$ cat src/rtl/pwm_compare_pkg.sv
// rtl/pwm_compare_pkg.sv - shared widths for the PWM compare block
package pwm_compare_pkg;

    localparam int PERIOD_W  = 8;
    localparam int N_DEFAULT = 3;

endpackage : pwm_compare_pkg

$ cat src/rtl/wrap_detect.sv
// rtl/wrap_detect.sv - period-start detection from the upstream counter
module wrap_detect
    import pwm_compare_pkg::*;
#(
    parameter int N = N_DEFAULT
) (
    input  logic         clk,
    input  logic         clr_n,
    input  logic [N-1:0] counter,
    output logic         ps,
    output logic [N-1:0] prev
);

    logic [N-1:0] prev_q;

    // Remember last cycle's count; reset to all ones so the first zero after reset counts as a start.
    always_ff @(posedge clk or negedge clr_n) begin
        if (!clr_n) begin
            prev_q <= '1;
        end else begin
            prev_q <= counter;
        end
    end

    // A period starts on the first cycle the count sits at zero, whether by natural wrap or upstream clear.
    always_comb begin
        ps = (counter == '0) && (prev_q != '0);
    end

    assign prev = prev_q;

endmodule : wrap_detect

$ cat src/rtl/pwm_compare.sv
// rtl/pwm_compare.sv - double-buffered duty compare producing a registered PWM waveform
module pwm_compare
    import pwm_compare_pkg::*;
#(
    parameter int N = N_DEFAULT
) (
    input  logic                clk,
    input  logic                clr_n,
    input  logic [N-1:0]        counter,
    input  logic                en,
    input  logic [N-1:0]        duty,
    input  logic                duty_we,
    output logic                pwm,
    output logic                wrap,
    output logic [N-1:0]        duty_active,
    output logic                pending,
    output logic [PERIOD_W-1:0] periods
);

    logic                ps;
    logic [N-1:0]        prev;

    logic                pwm_q, pwm_d;
    logic                wrap_q;
    logic [N-1:0]        active_q, active_d;
    logic [N-1:0]        shadow_q, shadow_d;
    logic                pending_q, pending_d;
    logic [PERIOD_W-1:0] periods_q, periods_d;
    logic [N-1:0]        eff_duty;

    wrap_detect #(.N(N)) u_wrap_detect (
        .clk     (clk),
        .clr_n   (clr_n),
        .counter (counter),
        .ps      (ps),
        .prev    (prev)
    );

    // Next-state: the shadow is promoted at period start so the compare switches duty on the very first slot.
    always_comb begin
        eff_duty  = (ps && pending_q) ? shadow_q : active_q;
        pwm_d     = en && (counter < eff_duty);
        active_d  = eff_duty;
        shadow_d  = shadow_q;
        pending_d = pending_q;
        periods_d = periods_q;
        if (duty_we) begin
            shadow_d  = duty;
            pending_d = 1'b1;
        end else if (ps) begin
            pending_d = 1'b0;
        end
        if (ps) begin
            periods_d = periods_q + 1'b1;
        end
    end

    // State registers; reset drops any unloaded shadow value.
    always_ff @(posedge clk or negedge clr_n) begin
        if (!clr_n) begin
            pwm_q     <= 1'b0;
            wrap_q    <= 1'b0;
            active_q  <= '0;
            shadow_q  <= '0;
            pending_q <= 1'b0;
            periods_q <= '0;
        end else begin
            pwm_q     <= pwm_d;
            wrap_q    <= ps;
            active_q  <= active_d;
            shadow_q  <= shadow_d;
            pending_q <= pending_d;
            periods_q <= periods_d;
        end
    end

    // A period start can only follow a nonzero previous count.
    always @(posedge clk) begin
        if (clr_n && ps) begin
            assert (counter == '0 && prev != '0);
        end
    end

    assign pwm         = pwm_q;
    assign wrap        = wrap_q;
    assign duty_active = active_q;
    assign pending     = pending_q;
    assign periods     = periods_q;

endmodule : pwm_compare

$ cat config.mk
export PLATFORM = sky130hd
export DESIGN_NAME = pwm_compare
export DESIGN_NICKNAME = d
export VERILOG_FILES = /design/src/rtl/pwm_compare_pkg.sv /design/src/rtl/wrap_detect.sv /design/src/rtl/pwm_compare.sv
export SDC_FILE = /design/constraint.sdc
export NUM_CORES = 1
export LEC_CHECK = 0
export CORE_AREA = 2 2 70 58
export CTS_CLUSTER_SIZE = 14
export DETAILED_ROUTE_END_ITERATION = 8
export DIE_AREA = 0 0 72 60
export HOLD_SLACK_MARGIN = 0.15
export SETUP_SLACK_MARGIN = 0.5
export SYNTH_ARGS = -nofsm -noshare
export SYNTH_HDL_FRONTEND = slang
export SYNTH_SLANG_ARGS = --single-unit
$ cat constraint.sdc
create_clock -name clk -period 1.8 [get_ports clk]
set_input_delay 0.36 -clock clk [delete_from_list [all_inputs] [get_ports clk]]
set_output_delay 0.36 -clock clk [all_outputs]
set_load 0.02 [all_outputs]
==> results <==
==> cells by family after synthesis <==
kind of cell | count (synthesis) | share of synthesized area [%]
DFF | 20 | 57.5
xor gates and xnor gates | 7 | 6.99
and+or+nand+nor | 21 | 16.1
muxes | 9 | 11.3
AOI/OAI and AO/OA | 3 | 2.43
adders and majority gates | 3 | 4.28
buffers and inverters | 3 | 1.43
==> cells in the mapped netlist (all sizes together) <==
| cell type | instances | share of area (%) |
|---|---|---|
| nand3 | 2 | 1.1 |
| nand4 | 4 | 2.9 |
| mux2 | 7 | 9.0 |
| ha | 3 | 4.3 |
| or3 | 2 | 2.0 |
| nor3 | 1 | 0.57 |
| a21o | 1 | 0.86 |
| dfrtp | 17 | 49 |
| nor4b | 5 | 5.0 |
| mux2i | 2 | 2.3 |
| inv | 2 | 0.86 |
| nand2 | 3 | 1.3 |
| o311ai | 1 | 1.0 |
| dfstp | 3 | 9.0 |
| nand2b | 1 | 1.0 |
| buf | 1 | 0.57 |
| and3 | 1 | 0.71 |
| nand3b | 1 | 0.86 |
| xor2 | 3 | 3.0 |
| o21ai | 1 | 0.57 |
| nor4 | 1 | 0.71 |
| xnor2 | 4 | 4.0 |
==> layer usage <==
| metal | track usage (%) | up-vias |
|---|---|---|
| li1 | - | 342 |
| met1 | 13.4 | 352 |
| met2 | 20.9 | 21 |
| met3 | 4.38 | 5 |
| met4 | 5.12 | 0 |
| met5 | 0 | - |
==> stage by stage <==
| stage | power [mW] | setup slack (ps) | utilization [%] | cells | setup TNS, ps |
|---|---|---|---|---|---|
| after floorplan | 0.858 | 54.8 | - | 66 | 0 |
| after detailed placement | 1.11 | -456 | 34.6 | 141 | -2100 |
| after global placement | 1.10 | -361 | 34.6 | 141 | -1830 |
| final | 1.57 | 24.5 | 41.7 | 160 | 0 |
| after CTS | 1.50 | 52.7 | 39.3 | 155 | 0 |
| after global routing | 1.66 | -33.6 | 41.7 | 160 | -33.6 |
==> flip-flops by register name (all words and copies together) (netlist names) <==
register,cells
wrap,1
pending,1
duty_active,3
periods,8
shadow_q,3
pwm,1
u_wrap_detect.prev,3
==> area by class of cell <==
class                           count  share of cell area (%)
Clock buffer                        4                    3.59
Tap cell                           44                    3.59
Sequential cell                    20                    33.1
Inverter                            2                   0.653
Timing Repair Buffer               47                    27.3
Multi-Input combinational cell     43                    31.8
==> placed cells by master, fill, tap and decap left out, types with 2 or more instances in the layout <==
master / synthesis / layout
dfrtp_2: 0 / 2
or3_4: 1 / 2
buf_4: 0 / 15
buf_2: 1 / 6
nand3_1: 2 / 2
clkdlybuf4s50_1: 0 / 6
xor2_1: 3 / 3
dfstp_2: 3 / 3
clkdlybuf4s15_1: 0 / 2
nand4_1: 4 / 4
clkbuf_8: 0 / 4
nor4b_4: 0 / 4
clkdlybuf4s15_2: 0 / 5
mux2i_1: 2 / 2
mux2_4: 0 / 2
mux2_2: 7 / 5
buf_6: 0 / 12
xnor2_1: 4 / 3
nand2_1: 3 / 2
dfrtp_1: 17 / 15
==> timing repair <==
item / 4_1_cts / 5_1_grt
setup buffers: 10 / 5
gates resized for setup: 74 / 15
setup endpoints to repair: 28 / 17
pin swaps: 9 / 8
==> power breakdown <==
part | leakage, nW | total (mW) | internal (mW) | switching, mW
logic | 0.440 | 0.607 | 0.328 | 0.279
registers | 0.240 | 0.621 | 0.541 | 0.0807
clock network | 0.0288 | 0.344 | 0.195 | 0.149
total | 0.708 | 1.57 | 1.06 | 0.509
==> final timing paths <==
path | start | end | depth (start not counted)
max | u_wrap_detect.prev[2]$_DFF_PN1_ | pwm$_DFF_PN0_ | 7
max reg2reg | u_wrap_detect.prev[2]$_DFF_PN1_ | pwm$_DFF_PN0_ | 7
min reg2reg | periods[7]$_DFFE_PN0P_ | periods[7]$_DFFE_PN0P_ | 1
min | counter[1] | u_wrap_detect.prev[1]$_DFF_PN1_ | 2
max in group asynchronous | clr_n | u_wrap_detect.prev[1]$_DFF_PN1_ | 2
min in group asynchronous | clr_n | pwm$_DFF_PN0_ | 2
==> critical path, cell delays in order, from the launching register on <==
cell and delay, ps:
dfstp_2 370, or3_4 410, nand2_4 100, mux2i_1 90
ha_2 200, nor4b_4 320, o311ai_2 150, nand3_1 80
==> results.toml <==
[power_and_ir_drop]
p_per_area_nw_per_um2 = 1030
vdd_drop_max_v = 0.000451
p_leak_nw = 0.708

[clocking]
clock_path_buffers = 2
clock_latency_ps = 260
cts_hold_buf = 0
h-tree-depth = 1
cts_buffers = 3
clkTransAtPathRegs_ps = 70
clock_sinks = 20
tritoncts = "yes"
clockRootBuffer = "clkbuf_8"

[floorplan]
ioPinCount = 24
die_height_um = 60
std_cell_rows = 20
start_util_pct = 23.8
die_w_um = 72
core_area_um2 = 3680
dieArea_um2 = 4320

[synthesis]
synth_area_per_cell_um2 = 13.3
synth_cell_type_count = 23
synth_cells = 66
yosysSeqAreaShare_pct = 57.5
ys_ff_latch = 20
synthesis.nets = 79
ys_warn_count = 0
netlist_area_um2 = 877

[global_routing]
grt-ovfl-total = 0
grt_pass1_vias = 799
grt_max_degree = 21
antenna_found_initial = 0
grt_usage_pct = 12.0
grt_pass1_wl_mm = 3.78

[worst_setup_path]
required_ps = 2000
critPathLaunchType = "flop"
crit_type = "reg2reg"
path_max_fanout = 3
reg2reg_slack_ps = 20
crit_path_end_kind = "flop"
arrival_ps = 1980

[sta]
hold_slack_ps = 350
fin_crit_sh_pct = 98.6
setup_viol_count_final = 0
fmax_mhz = 563
clock_skew_ps = 3.90
max_slew_margin_pct = 67.4
rsz0062_at_grt = "yes"
worst_pin_slew_ps = 487
final_max_slew_viol_count = 0
finalHoldViolCount = 0
fin_crit_ps = 1780

[layout]
multi_input_comb_area_um2 = 487
antennaDiodeCount = 0
fillers = 352
area.sequential_um2 = 507
area_growth_syn_to_layout_pct = 74.8
drive_gt1_share_pct = 60.3
final_area_um2 = 1530
fin_nets = 130

[detailed_routing]
first_pass_iters = 4
highest_layer = "met4"
routed_wl_mm = 2.23
viasPerCell = 4.50
detail-route-antenna-nets = 0
wl_met2_mm = 1.10
met3_length_um = 106
wl_per_cell_um = 13.9
num_vias = 720
drt-initial-drc-count = 8
routedLengthMet1_um = 983
drc = 0

[run]
drv_cap = 0

[hold_path]
hold_class = "in2reg"

[outcome]
status = "complete, no violations"

[placement]
globalplace.congestion = 0.771
dp_hpwl_mm = 1.43
io_buffers = 23
place_area_um2 = 1270
(Power assumes the default switching activity.)
